### src/rtl/excess3_serial_decoder_if.sv
// ---------------------------------------------------------------------------
// excess3_serial_decoder_if
// Bundles the serial input and the decoded outputs of the Excess-3 serial
// decoder so that producer and decoder can be connected with one port.
//
// Signals:
//   X      serial Excess-3 data bit, LSB first   (master -> slave)
//   EN     bit-valid qualifier                   (master -> slave)
//   S      serial BCD bit, Mealy                 (slave -> master)
//   V      invalid-code flag on bit 3, Mealy     (slave -> master)
//   ERR    sticky invalid-code flag              (slave -> master)
//   DIGIT  last decoded BCD digit, parallel      (slave -> master)
//   DVALID one-cycle strobe, DIGIT updated       (slave -> master)
//
// Modports: master = bit producer, slave = decoder.
// ---------------------------------------------------------------------------
interface excess3_serial_decoder_if;
   logic       X;
   logic       EN;
   logic       S;
   logic       V;
   logic       ERR;
   logic [3:0] DIGIT;
   logic       DVALID;

   modport master (
      output X, EN,
      input  S, V, ERR, DIGIT, DVALID
   );

   modport slave (
      input  X, EN,
      output S, V, ERR, DIGIT, DVALID
   );
endinterface

### src/rtl/excess3_serial_decoder.sv
// ---------------------------------------------------------------------------
// excess3_serial_decoder
// Serial Excess-3 to BCD decoder. Consumes one code bit per falling CLK edge
// (when EN=1), LSB first, and produces the BCD bit in the same cycle as a
// Mealy output by serially subtracting 0011 with a ripple borrow. Words
// outside 0011..1100 raise V on bit 3 and set the sticky ERR flag.
//
// Ports:
//   CLK  in   clock, all state updates on the falling edge
//   RST  in   asynchronous active-high reset
//   bus  slave modport of excess3_serial_decoder_if (X, EN in;
//        S, V, ERR, DIGIT, DVALID out)
//
// Configuration:
//   E3DEC_PARALLEL_EN  defined   -> decoded bits are captured and DIGIT /
//                                   DVALID present each completed word.
//                      undefined -> no capture register; DIGIT=0, DVALID=0.
// ---------------------------------------------------------------------------
module excess3_serial_decoder (
   input  logic                      CLK,
   input  logic                      RST,
   excess3_serial_decoder_if.slave   bus
);

   // Bit position within the current code word.
   typedef enum logic [1:0] {
      POS0 = 2'd0,
      POS1 = 2'd1,
      POS2 = 2'd2,
      POS3 = 2'd3
   } pos_e;

   pos_e       pos_q, pos_d;
   logic       b_q, b_d;          // borrow out of the previous bit
   logic [2:0] code_q, code_d;    // received code bits 0..2
   logic       err_q, err_d;

   logic       k;                 // subtrahend bit of 0011 at this position
   logic       s;
   logic       v;
   logic       last_bit;
   logic [3:0] word;
   logic [1:0] pos_bits;

   assign pos_bits = pos_q;
   assign k        = (pos_q == POS0) || (pos_q == POS1);
   assign last_bit = (pos_q == POS3);
   assign s        = bus.EN & (bus.X ^ k ^ b_q);
   // Full received word is only complete while bit 3 is on the wire.
   assign word     = {bus.X, code_q};
   assign v        = bus.EN & last_bit & ((word < 4'd3) | (word > 4'd12));

   // State register.
   always_ff @(negedge CLK or posedge RST) begin
      if (RST) begin
         pos_q  <= POS0;
         b_q    <= 1'b0;
         code_q <= 3'b000;
         err_q  <= 1'b0;
      end else begin
         pos_q  <= pos_d;
         b_q    <= b_d;
         code_q <= code_d;
         err_q  <= err_d;
      end
   end

   // Next-state logic: everything holds while EN=0.
   always_comb begin
      pos_d = pos_q;
      b_d   = b_q;
      err_d = err_q | v;
      if (bus.EN) begin
         case (pos_q)
            POS0:    pos_d = POS1;
            POS1:    pos_d = POS2;
            POS2:    pos_d = POS3;
            default: pos_d = POS0;
         endcase
         // Borrow restarts at zero for the next word.
         if (last_bit) begin
            b_d = 1'b0;
         end else begin
            b_d = (~bus.X & (k | b_q)) | (k & b_q);
         end
      end
   end

`ifdef E3DEC_PARALLEL_EN
   logic [2:0] sh_q, sh_d;        // decoded bits 0..2 of the current word
   logic [3:0] digit_q, digit_d;
   logic       dvalid_q, dvalid_d;
`endif

   // Per-bit capture of the received code (and decoded) bits at their position.
   genvar gi;
   generate
      for (gi = 0; gi < 3; gi++) begin : g_cap
         assign code_d[gi] = (bus.EN && (pos_bits == 2'(gi))) ? bus.X : code_q[gi];
`ifdef E3DEC_PARALLEL_EN
         assign sh_d[gi]   = (bus.EN && (pos_bits == 2'(gi))) ? s : sh_q[gi];
`endif
      end
   endgenerate

`ifdef E3DEC_PARALLEL_EN
   // Invalid words are delivered too; ERR/V tell the consumer.
   always_comb begin
      digit_d  = digit_q;
      dvalid_d = bus.EN & last_bit;
      if (bus.EN && last_bit) begin
         digit_d = {s, sh_q};
      end
   end

   always_ff @(negedge CLK or posedge RST) begin
      if (RST) begin
         sh_q     <= 3'b000;
         digit_q  <= 4'b0000;
         dvalid_q <= 1'b0;
      end else begin
         sh_q     <= sh_d;
         digit_q  <= digit_d;
         dvalid_q <= dvalid_d;
      end
   end

   assign bus.DIGIT  = digit_q;
   assign bus.DVALID = dvalid_q;
`else
   assign bus.DIGIT  = 4'b0000;
   assign bus.DVALID = 1'b0;
`endif

   assign bus.S   = s;
   assign bus.V   = v;
   assign bus.ERR = err_q;

endmodule
### src/flat_wrapper.sv
// flat-port wrapper written by rule: the top's interface ports become plain ports
module excess3_serial_decoder_flat 
  (CLK, RST, bus_X, bus_EN, bus_S, bus_V, bus_ERR, bus_DIGIT, bus_DVALID);
  excess3_serial_decoder_if bus_i ();
  input  logic CLK;
  input  logic RST;
  input wire logic [$bits(bus_i.X)-1:0] bus_X;
  input wire logic [$bits(bus_i.EN)-1:0] bus_EN;
  output wire logic [$bits(bus_i.S)-1:0] bus_S;
  output wire logic [$bits(bus_i.V)-1:0] bus_V;
  output wire logic [$bits(bus_i.ERR)-1:0] bus_ERR;
  output wire logic [$bits(bus_i.DIGIT)-1:0] bus_DIGIT;
  output wire logic [$bits(bus_i.DVALID)-1:0] bus_DVALID;
  assign bus_i.X = bus_X;
  assign bus_i.EN = bus_EN;
  assign bus_S = bus_i.S;
  assign bus_V = bus_i.V;
  assign bus_ERR = bus_i.ERR;
  assign bus_DIGIT = bus_i.DIGIT;
  assign bus_DVALID = bus_i.DVALID;
  excess3_serial_decoder u_core (.CLK(CLK), .RST(RST), .bus(bus_i));
endmodule
### config.mk
export PLATFORM = sky130hd
export DESIGN_NAME = excess3_serial_decoder_flat
export DESIGN_NICKNAME = d
export VERILOG_FILES = /design/src/rtl/excess3_serial_decoder_if.sv /design/src/rtl/excess3_serial_decoder.sv /design/src/flat_wrapper.sv
export SDC_FILE = /design/constraint.sdc
export NUM_CORES = 1
export LEC_CHECK = 0
export CORE_MARGIN = 2
export CORE_UTILIZATION = 30
export CTS_BUF_LIST = sky130_fd_sc_hd__clkbuf_8
export DETAILED_ROUTE_END_ITERATION = 10
export PLACE_DENSITY = 0.53
export SKIP_CTS_REPAIR_TIMING = 1
export SLEW_MARGIN = 20
export SYNTH_ARGS = -nofsm -noshare
export SYNTH_HDL_FRONTEND = slang
export SYNTH_SLANG_ARGS = --single-unit
export TNS_END_PERCENT = 100
### constraint.sdc
create_clock -name CLK -period 1.9 [get_ports CLK]
set_input_delay 0.475 -clock CLK [delete_from_list [all_inputs] [get_ports CLK]]
set_output_delay 0.475 -clock CLK [all_outputs]
set_load 0.05 [all_outputs]
==> reports/metrics.yaml <==
cts_tree: "built"
design.die.area_um2: 1781
worstReg2RegStart: "u_core.pos_bits[0]"
min_from: "u_core.bus.ERR"
place_congestion: 0.6987
hpwl_um: 640.2
min_to: "u_core.bus.ERR"
ys_warn_count: 0
timing.hold.ws_ps: 476.7
rrSetupSlack_ps: 390
ioPinCount: 12
syn_inst: 43
h-tree-depth: 1
grt_use_total_pct: 11.36
grt_pass1_wl_um: 1421
synth_area_um2: 437.9
critPathLaunch: "u_core.pos_bits[0]"
num_rows: 13
start_util_pct: 32.83
clk_latency_ps: 250
ys_seq_area_share_pct: 40.00
dp_cells: 71
vias: 326
cp_max_fo: 3
drtIter0Drc: 4
critPathMaxStageDelay_ps: 450
finalPower_mw: 1.239
synth_top_area_cell: "dfrtn_1"
rsz0062_at_grt: "true"
first_global_vias: 321
drt_wl_total_um: 930
nets: 72
numCtsBuffers: 3
ys_ff_latch: 7
cts_root_buf: "clkbuf_8"
pwr-share-clk_pct: 17.0
synth.avg_cell_area_um2: 10.18
p_int_mw: 0.7649
leakagePower_nw: 0.3281
setup_viol: 3
routed_via_density: 4.234
drive_above_1_share_pct: 51.61
synth_common_cells: "7 x dfrtn_1, 6 x buf_4, 6 x nand2_1"
clkSlewWorstSetupHoldPaths_ps: 40
portBuffers: 6
finalWorstSetupSlack_ps: -1272
antenna_found_initial: 0
status: "complete, but fails checks"
ys_types: 17
ys_async_sr_fraction_pct: 100.0
numClockSinks: 7
switchingPower_mw: 0.4745
area_delta_synth_final_pct: 58.00
synth_most_common_cell: "dfrtn_1"
required_ps: 1420
die_x_um: 42.21
grt_overflow: 0
coreArea_um2: 1334
crit_arrival_ps: 2700
ant_nets: 0
failed_checks: "setup timing"
cap_violations: 0
rr_endpoint: "u_core.code_q[2]"
synth.top_cells.by_area: "dfrtn_1 40%, ha_1 11%, buf_4 10%"
skew_ps: 2.875
place_worst_setup_slack_ps: -1032
hp-class: "reg2reg"
clock_path_buffers: 2
synth.top_cell.area_share_pct: 40.00
hold_viol: 0
p_seq_share_pct: 22.8
swShare_pct: 38.29
synth_edf_count: 0
min_path_cells: 1
powerDensity_nw_per_um2: 1791
r2r_cells: 6
cpMaxStageDelayCell: "dfrtn_1"
fin_cells: 77
wl_per_cell_um: 12.08
dr.pass1.iters: 2
post-route-util_pct: 51.88
num_antenna_cells: 0
die_height_um: 42.21
cp-start-kind: "flip-flop"
crit_chain: "inv_2 > ha_4 > nor2_4 > fa_1 > and2_4 > buf_12"
drc: 0
p_comb_share_pct: 60.1
synthFlopType: "dfrtn_1"
final-max-slew-violation-count: 0
cp-end-kind: "output pin"
vdd_ir_drop_max_mv: 0.7265
grt_max_degree: 8
path_class: "reg2out"
stage by stage:
step	setup TNS (ps)	area (um^2)
after floorplan	-2434	481.7
after global placement	-5937	605.6
after detailed placement	-6091	605.6
after CTS	-5078	650.6
after global routing	-2782	691.9
final	-2613	691.9
placed cells by master (no fill, tap or decap), types with 3 or more instances in the layout:
cell / synthesis / final
dfrtn_1: 7 / 7
clkbuf_8: 0 / 3
conb_1: 1 / 5
inv_1: 4 / 3
buf_12: 0 / 3
nand2_1: 6 / 4
buf_4: 6 / 10
state kept, by name (all words and copies together) (netlist names):
name / cells
u_core.b_q: 1
u_core.bus.ERR: 1
u_core.code_q: 3
u_core.pos_bits: 2
routing by layer:
metal  up-vias  GRT usage (%)  part of all wire, %
li1        165              -                    -
met1       152          12.63                   43
met2         9          17.23                   53
met3         0          5.172                  3.5
met4         0          7.500                    0
met5         -              0                    0
logic make-up after synthesis:
family	after synthesis	synth area share [%]
buffers and inverters	10	13.71
AND/OR/NAND/NOR	10	9.716
flip-flops	7	40.00
AO/OA/AOI/OAI	6	9.716
adder cells (fa/ha/maj)	5	16.00
multiplexers	4	10.00
other	1	0.8563
power groups by stage:
stage / clock (mW) / combinational (mW) / sequential, mW
3_3_place_gp: 0 / 0.627 / 0.279
3_5_place_dp: 0 / 0.637 / 0.282
4_1_cts: 0.219 / 0.656 / 0.280
6_report: 0.211 / 0.745 / 0.283
2_1_floorplan: 0 / 0.360 / 0.299
5_1_grt: 0.232 / 0.804 / 0.291
area by class of cell:
type,instances,area (um^2)
clock inverters,1,3.754
fillers,130,641.9
well taps,15,18.77
flip-flops and latches,7,175.2
clock buffers,3,41.29
multi-input cells,30,271.5
repair buffers,17,166.4
inverters,4,15.01
how the worst max path moves through the flow:
stage / slack, ps / endpoint / cells after the start
floorplan: -930 / bus_S / 4
global placement: -1010 / bus_S / 6
detailed placement: -1030 / bus_S / 6
CTS: -1310 / bus_S / 6
global route: -1320 / bus_S / 6
finish: -1270 / bus_S / 6
critical path: cells and delay by family (launching register included):
family	cells	cell delay, ps
and+or+nand+nor	2	250
DFF	1	450
adders and majority gates	2	580
buffers and inverters	2	210
No activity file was read; power rests on OpenSTA's default activity.
